==> config.mk <==
export PLATFORM = sky130hd
export DESIGN_NAME = b_lut_iter
export DESIGN_NICKNAME = d
export VERILOG_FILES = /design/src/rtl/b_lut_iter.sv
export SDC_FILE = /design/constraint.sdc
export NUM_CORES = 1
export LEC_CHECK = 0
export ABC_CLOCK_PERIOD_IN_PS = 2320
export CORE_UTILIZATION = 41
export CTS_CLUSTER_DIAMETER = 120
export DETAILED_ROUTE_END_ITERATION = 10
export PLACE_DENSITY_LB_ADDON = 0.1
export SYNTH_ARGS = -nofsm -noshare
export SYNTH_HDL_FRONTEND = slang
export SYNTH_SLANG_ARGS = --single-unit
==> constraint.sdc <==
create_clock -name g_clk -period 2.32 [get_ports g_clk]
set_clock_uncertainty 0.15 [all_clocks]
set_input_delay 0.232 -clock g_clk [delete_from_list [all_inputs] [get_ports g_clk]]
set_output_delay 0.232 -clock g_clk [all_outputs]
set_load 0.02 [all_outputs]
==> src/rtl/b_lut_iter.sv <==
// b_lut_iter: iterative nibble lookup unit.
// Replaces every 4-bit nibble of crs1 with an entry from a 16 x 4-bit table
// given as {crs3, crs2} (entry i = bits [4i+3:4i]). NPC nibbles are translated
// per BUSY cycle, so a full operation takes G = XLEN/(4*NPC) cycles.
//
// Ports:
//   g_clk, g_resetn      clock, asynchronous active-low reset
//   req_valid/req_ready  request handshake (crs1, crs2, crs3 captured on accept)
//   crs1                 XLEN-bit input nibbles
//   crs2, crs3           table entries 0..7 and 8..15
//   flush                abort; forces IDLE, highest priority
//   rsp_valid/rsp_ready  response handshake
//   result               translated word (meaningful while rsp_valid is high)
module b_lut_iter #(
    parameter int unsigned XLEN = 32,
    parameter int unsigned NPC  = 2
) (
    input  logic            g_clk,
    input  logic            g_resetn,
    input  logic            req_valid,
    output logic            req_ready,
    input  logic [XLEN-1:0] crs1,
    input  logic [31:0]     crs2,
    input  logic [31:0]     crs3,
    input  logic            flush,
    output logic            rsp_valid,
    input  logic            rsp_ready,
    output logic [XLEN-1:0] result
);

    localparam int unsigned G  = XLEN / (4 * NPC);
    localparam int unsigned CW = (G > 1) ? $clog2(G) : 1;
    localparam logic [CW-1:0] CntLast = CW'(G - 1);

    typedef enum logic [1:0] {StIdle, StBusy, StDone} state_e;

    state_e          state_q, state_d;
    logic [CW-1:0]   cnt_q, cnt_d;
    logic [XLEN-1:0] res_q, res_d;
    logic [XLEN-1:0] crs1_q, crs1_d;
    logic [63:0]     tbl_q, tbl_d;
    logic            rsp_valid_q, rsp_valid_d;
    logic [3:0]      nib;

    assign req_ready = (state_q == StIdle) && !flush;
    assign rsp_valid = rsp_valid_q;
    assign result    = res_q;

    always_comb begin
        state_d = state_q;
        cnt_d   = cnt_q;
        res_d   = res_q;
        crs1_d  = crs1_q;
        tbl_d   = tbl_q;
        nib     = 4'h0;

        if (flush) begin
            // result deliberately keeps its last value on abort
            state_d = StIdle;
            cnt_d   = '0;
        end else begin
            unique case (state_q)
                StIdle: begin
                    if (req_valid) begin
                        crs1_d  = crs1;
                        tbl_d   = {crs3, crs2};
                        res_d   = '0;
                        cnt_d   = '0;
                        state_d = StBusy;
                    end
                end
                StBusy: begin
                    // translate group cnt_q: nibbles cnt_q*NPC .. cnt_q*NPC+NPC-1
                    for (int unsigned i = 0; i < NPC; i++) begin
                        nib = crs1_q[4 * (int'(cnt_q) * NPC + i) +: 4];
                        res_d[4 * (int'(cnt_q) * NPC + i) +: 4] = tbl_q[4 * int'(nib) +: 4];
                    end
                    if (cnt_q == CntLast) begin
                        cnt_d   = '0;
                        state_d = StDone;
                    end else begin
                        cnt_d = cnt_q + CW'(1);
                    end
                end
                StDone: begin
                    if (rsp_ready) begin
                        state_d = StIdle;
                    end
                end
                default: begin
                    state_d = StIdle;
                    cnt_d   = '0;
                end
            endcase
        end

        rsp_valid_d = (state_d == StDone);
    end

    always_ff @(posedge g_clk or negedge g_resetn) begin
        if (!g_resetn) begin
            state_q     <= StIdle;
            cnt_q       <= '0;
            res_q       <= '0;
            crs1_q      <= '0;
            tbl_q       <= '0;
            rsp_valid_q <= 1'b0;
        end else begin
            state_q     <= state_d;
            cnt_q       <= cnt_d;
            res_q       <= res_d;
            crs1_q      <= crs1_d;
            tbl_q       <= tbl_d;
            rsp_valid_q <= rsp_valid_d;
        end
    end

endmodule

==> impl_metrics.tcl, run 1 <==
set metrics [dict create \
    yosysUniqueCellTypes 40 \
    synthXorXnorAreaFrac 0 \
    cts-root-buf "clkbuf_16" \
    rsz0062_at_grt "yes" \
    crit_type "reg -> reg" \
    ys.flop_type "dfrtp_1" \
    grt_usage 0.230 \
    p_comb_frac 0.316 \
    syn-cell-area_sq_mm 0.00661 \
    synth_nets 613 \
    met2_usage 0.377 \
    dp_hpwl_mm 13.1 \
    outcome "complete, but fails checks" \
    rows 46 \
    clock_latency_ps 420 \
    cts_inserted_buffers 17 \
    fmax_ghz 0.410 \
    cts_sinks 133 \
    synth_top_family_by_area "multiplexers" \
    fin_hold_ws_ps 55.1 \
    path_clk_slew_ps 60 \
    synth_fa_ha_area_frac 0.00758 \
    synth-async-reset-ratio 1.00 \
    synth_edf_count 0 \
    use_met1 0.303 \
    synth-seq-area-share 0.504 \
    cap_violations 0 \
    port_buffers 134 \
    violations "negative setup slack" \
    core_area_sq_mm 0.0158 \
    gp_congestion 0.813 \
    grt_max_degree 60 \
    ys_ff_latch 133 \
    p_per_area_mw_per_mm2 930 \
    final_hold_viol_count 0 \
    yosys.area_share.simple 0.0822 \
    seqPwrFrac 0.333 \
    muxShareOfSynthArea 0.298 \
    io_pins 135 \
    worst_setup_path_start_kind "register" \
    grt_pass1_vias 5197 \
    synth_compound_area_frac 0.0743 \
    cp.required_ps 2460 \
    maxSlewHeadroom 0.709 \
    drc 0 \
    die_w_microns 129 \
    final_nets 788 \
    min_path_type "in -> async" \
    period_share 1.05 \
    viasPerCell 5.39 \
    antenna_left 0 \
    crit_fanout 32 \
    grt.busiest_layer "met2" \
    clockBufferDepth 2 \
    syn_avg_cell_area_sq_um 13.0 \
    drv_slew 0 \
    routed_wl_mm 18.0 \
    switching_power_w 0.00273 \
    drt_iter0_markers 280 \
    area_growth_pct 48.1 \
    irDropWorstVdd_uv 598 \
    die-area_sq_mm 0.0166 \
    floorplan.initialDensity 0.417 \
    htreeDepth 4 \
    drive_gt1_frac 0.388 \
    arrival_ps 2580 \
    utilization 0.618 \
    first_pass_iters 4 \
    setup_tns_ps -2230 \
    cp-end-kind "register" \
    globalRouteOverflowTotal 0 \
    antenna_found_initial 0 \
    setup_violations 32 \
    cts_tree "built" \
    antenna_cells 0 \
    setup_ws_ps -121 \
    post_drt_wl_per_cell_microns 19.8 \
    yosys_warnings 0 \
    met3_usage 0.0511 \
    p_clk_frac 0.351 \
    switching_share 0.300 \
    worst_pin_slew_ps 434 \
    min_period_ps 2440 \
    grt_pass1_wl_mm 28.5 \
    vias 4917 \
    p_leak_nw 4.01 \
    chipHeight_microns 129 \
    p_int_w 0.00637 \
    syn_inst 508 \
]
cells in the final DEF, fill, tap and decap left out, types with 3 or more instances in the layout:
cell	synthesis	layout
a21oi_1	10	7
buf_12	1	10
buf_4	2	34
buf_6	6	6
bufinv_16	0	7
clkbuf_16	0	18
clkdlybuf4s50_1	0	133
clkinvlp_4	0	4
dfrtp_1	133	131
ha_1	4	3
inv_1	3	3
mux2_2	96	96
mux2i_1	70	55
mux2i_2	0	9
mux2i_4	0	6
mux4_2	7	7
nand2_1	36	36
nand3_1	4	4
nor2_1	19	18
nor3_1	5	4
nor3_2	4	4
nor4_4	4	6
o21ai_1	0	3
o221ai_2	3	3
o22ai_1	12	5
o22ai_2	0	7
o31ai_1	33	9
o31ai_2	0	16
o31ai_4	0	8
or3_1	4	4
area by class of cell:
class	count	area [sq um]
multi-input cells	339	3510
well taps	216	270
clock buffers	20	457
repair buffers	188	1950
inverters	4	15.0
fillers	1188	6040
flip-flops and latches	133	3330
clock inverters	12	249
registers in the layout, summed over array words and instances (netlist names):
signal	cells
tbl_q	64
crs1_q	32
result	32
cnt_q	2
state_q	2
rsp_valid	1
cells by family after synthesis:
| kind of cell | Yosys count |
|---|---|
| compound gates | 67 |
| fa+ha+maj | 4 |
| buf+inv | 36 |
| flops | 133 |
| mux | 174 |
| simple gates | 94 |
through the flow:
stage          area [sq um]  cells  worst slack [ps]  power [W]
2_1_floorplan          6630    508              11.7    0.00444
3_3_place_gp           8460    870              -222    0.00528
3_5_place_dp           8460    870              -241    0.00534
4_1_cts                9460    910             -99.0    0.00883
5_1_grt                9780    912              -187    0.00948
6_report               9780    912              -121    0.00910
timing repair:
action / 4_1_cts / 5_1_grt
hold endpoints to repair: 133 / 0
setup endpoints to repair: 32 / 32
hold buffers: 1 / 0
setup buffers: 6 / 5
gates cloned: 2 / 1
gates resized for setup: 38 / 56
pin swaps: 10 / 17
per-layer routing:
| layer | part of all wire | wire length, microns | vias up |
|---|---|---|---|
| li1 | - | - | 2243 |
| met1 | 0.43 | 7800 | 2478 |
| met2 | 0.50 | 8950 | 164 |
| met3 | 0.051 | 928 | 32 |
| met4 | 0.019 | 346 | 0 |
| met5 | 0 | 0 | - |
worst paths after layout:
check                                   to  slack [ps]  depth (start not counted)  startpoint
worst max-delay path            result[14]        -120                          8    cnt_q[0]
worst min-delay path             rsp_valid          60                          2    g_resetn
worst max register to register  result[14]        -120                          8    cnt_q[0]
worst min register to register  result[20]         340                          2  result[20]
max in group asynchronous        tbl_q[30]        1320                          3    g_resetn
min in group g_clk               crs1_q[5]         280                          2     crs1[5]
critical path: stages (launching register included):
cell,delay [ps]
dfrtp_2,390
buf_12,130
mux4_2,520
buf_12,200
mux2i_1,220
o22ai_2,120
nor4_4,270
buf_4,190
o31ai_1,90
power groups by stage:
stage                     Combinational [W]  Clock (W)  Sequential [W]
after floorplan                     0.00149          0         0.00294
after global placement              0.00225          0         0.00303
after detailed placement            0.00230          0         0.00304
after CTS                           0.00259    0.00323         0.00301
after global routing                0.00305    0.00335         0.00308
final                               0.00288    0.00319         0.00303
synthesized netlist by cell type (3+ instances only):
master,number,area share
nand2_1,36,0.020
or3_1,4,0.0038
nand2b_1,3,0.0028
a21oi_1,10,0.0076
buf_6,6,0.010
nor4_4,4,0.013
nor2_1,19,0.011
o31ai_1,33,0.038
mux2i_1,70,0.11
inv_1,3,0.0017
mux4_2,7,0.024
nor3b_1,3,0.0034
clkbuf_1,4,0.0023
buf_1,8,0.0045
dfrtp_1,133,0.50
nor3_1,5,0.0038
nor3_2,4,0.0061
ha_1,4,0.0076
nand3_1,4,0.0030
o221ai_2,3,0.0068
buf_2,10,0.0076
a211oi_2,3,0.0057
o21ai_0,4,0.0030
o22ai_1,12,0.011
mux2_2,96,0.16
Note: power is estimated with default switching activity, not from simulation.
==> run 2, diff against run 1 <==
--- a/config.mk
+++ b/config.mk
@@ -6,10 +6,12 @@
 export NUM_CORES = 1
 export LEC_CHECK = 0
 export ABC_CLOCK_PERIOD_IN_PS = 2320
+export CORE_MARGIN = 8
 export CORE_UTILIZATION = 41
 export CTS_CLUSTER_DIAMETER = 120
 export DETAILED_ROUTE_END_ITERATION = 10
 export PLACE_DENSITY_LB_ADDON = 0.1
+export SLEW_MARGIN = 10
 export SYNTH_ARGS = -nofsm -noshare
 export SYNTH_HDL_FRONTEND = slang
 export SYNTH_SLANG_ARGS = --single-unit
==> constraint.sdc (replaced) <==
create_clock -name g_clk -period 2.32 [get_ports g_clk]
set_clock_uncertainty 0.15 [all_clocks]
set_input_delay 0.464 -clock g_clk [delete_from_list [all_inputs] [get_ports g_clk]]
set_output_delay 0.464 -clock g_clk [all_outputs]
set_load 0.02 [all_outputs]
==> run 2 against run 1 <==
Net effect: the run still ends with negative setup slack left; core utilization increased by 0.65 points; final cell count increased by 0.55%; critical path type unchanged; fmax decreased by 1.1%; power about the same; highest routed layer unchanged; critical endpoint is now result[18]; design area increased by 1.0%; combinational power increased by 8.3%; via count about the same; critical path depth unchanged; register-to-register slack got worse by 30 ps; largest power group is now combinational logic.
==> impl_metrics.tcl, run 2 (same netlist as run 1, synthesis figures left out) <==
set metrics [dict create \
    routed_wl_mm 19.2 \
    utilization 0.625 \
    ff2ff_path_depth 8 \
    worstSetupEndpoint "result[18]" \
    area_growth_pct 49.7 \
    htreeDepth 4 \
    clock_latency_ps 420 \
    cts_sinks 133 \
    outcome "complete, but fails checks" \
    globalRouteOverflowTotal 0 \
    cts_inserted_buffers 17 \
    dp_hpwl_mm 13.5 \
    drv_slew 0 \
    post_drt_wl_per_cell_microns 20.9 \
    cap_violations 0 \
    p_total_w 0.00911 \
    rows 46 \
    die_w_microns 143 \
    path_clk_slew_ps 60 \
    final_hold_viol_count 0 \
    core_area_sq_mm 0.0158 \
    layout_common_cells "dfrtp_1, clkdlybuf4s50_1, mux2_2" \
    drt_iter0_markers 256 \
    worst_pin_slew_ps 502 \
    final_nets 794 \
    crit_start "cnt_q[0]" \
    setup_ws_ps -148 \
    crit_fanout 22 \
    largest_reg_flops 64 \
    antenna_left 0 \
    cts-root-buf "clkbuf_16" \
    irDropWorstVdd_uv 614 \
    worst_setup_path_start_kind "register" \
    floorplan.initialDensity 0.417 \
    cp-end-kind "register" \
    rrSetupSlack_ps -150 \
    vias 4921 \
    drive_gt1_frac 0.398 \
    setup_violations 32 \
    rsz0062_at_grt "yes" \
    viasPerCell 5.37 \
    min_path_type "reg -> reg" \
    min_period_ps 2470 \
    r2r_start "cnt_q[0]" \
    setup_tns_ps -3250 \
    p_leak_nw 4.05 \
    cp.required_ps 2470 \
    chipHeight_microns 143 \
    top_register "tbl_q" \
    grt_max_degree 58 \
    gp_congestion 0.837 \
    antenna_cells 0 \
    first_pass_iters 4 \
    p_per_area_mw_per_mm2 921 \
    r2r-end "result[18]" \
    drc 0 \
    grt_pass1_vias 5431 \
    io_pins 135 \
    crit_type "reg -> reg" \
    cts_tree "built" \
    worst_hold_startpoint "result[14]" \
    grt_usage 0.192 \
    maxSlewHeadroom 0.664 \
    antenna_found_initial 0 \
    port_buffers 134 \
    arrival_ps 2620 \
    clockBufferDepth 2 \
    fmax_ghz 0.405 \
    die-area_sq_mm 0.0204 \
    grt_pass1_wl_mm 30.0 \
    period_share 1.06 \
    violations "negative setup slack" \
]
[run 2: report_power, final]
part           leakage, nW  internal [W]  switching (W)  total, W
registers             1.64       0.00269       0.000337   0.00303
clock network        0.310       0.00191        0.00105   0.00296
logic                 2.10       0.00164        0.00148   0.00312
[run 2: per-stage QoR]
step                std cells  setup slack, ps  cell area [sq um]  hold WS [ps]
floorplan                 508             11.7               6630          18.4
global placement          868             -188               8470           277
detailed placement        868             -248               8470           284
CTS                       917             -118               9600           336
global route              917             -229               9890           356
finish                    917             -148               9890           336
[run 2: final cells by class]
type,instances,area [sq um]
Timing Repair Buffer,194,2040
Inverter,4,15.0
Multi-Input combinational cell,339,3580
Clock buffer,17,425
Tap cell,216,270
Sequential cell,133,3330
Clock inverter,14,226
Fill cell,1225,5940
[run 2: worst max-delay path, stage by stage, from the launching register on]
cell and delay (ps):
dfrtp_2 460, buf_4 160, mux4_2 530, buf_12 200
mux2i_2 210, o22ai_1 130, a211oi_2 240, buf_4 180
o31ai_1 80
[run 2: worst min-delay path by stage]
stage / cells past startpoint / slack, ps / endpoint
2_1_floorplan: 0 / 20 / cnt_q[0]
3_3_place_gp: 1 / 280 / rsp_valid
3_5_place_dp: 1 / 280 / rsp_valid
4_1_cts: 2 / 340 / result[23]
5_1_grt: 2 / 360 / result[4]
6_report: 2 / 340 / result[14]
[run 2: metal layers]
layer / routed length (microns) / track usage / part of all wire
met3: 973 / 0.0457 / 0.051
met4: 296 / 0.0649 / 0.015
met1: 8260 / 0.244 / 0.43
met2: 9640 / 0.315 / 0.50
met5: 0 / 0 / 0
[run 2: timing repair]
item                                    4_1_cts  5_1_grt
cloned                                        3        0
hold buffers                                  1        0
hold endpoints to repair                     28        0
resized for setup                            63       44
endpoints found under the setup margin       33       32
buffers inserted                             14        3
pin swaps                                    23       14
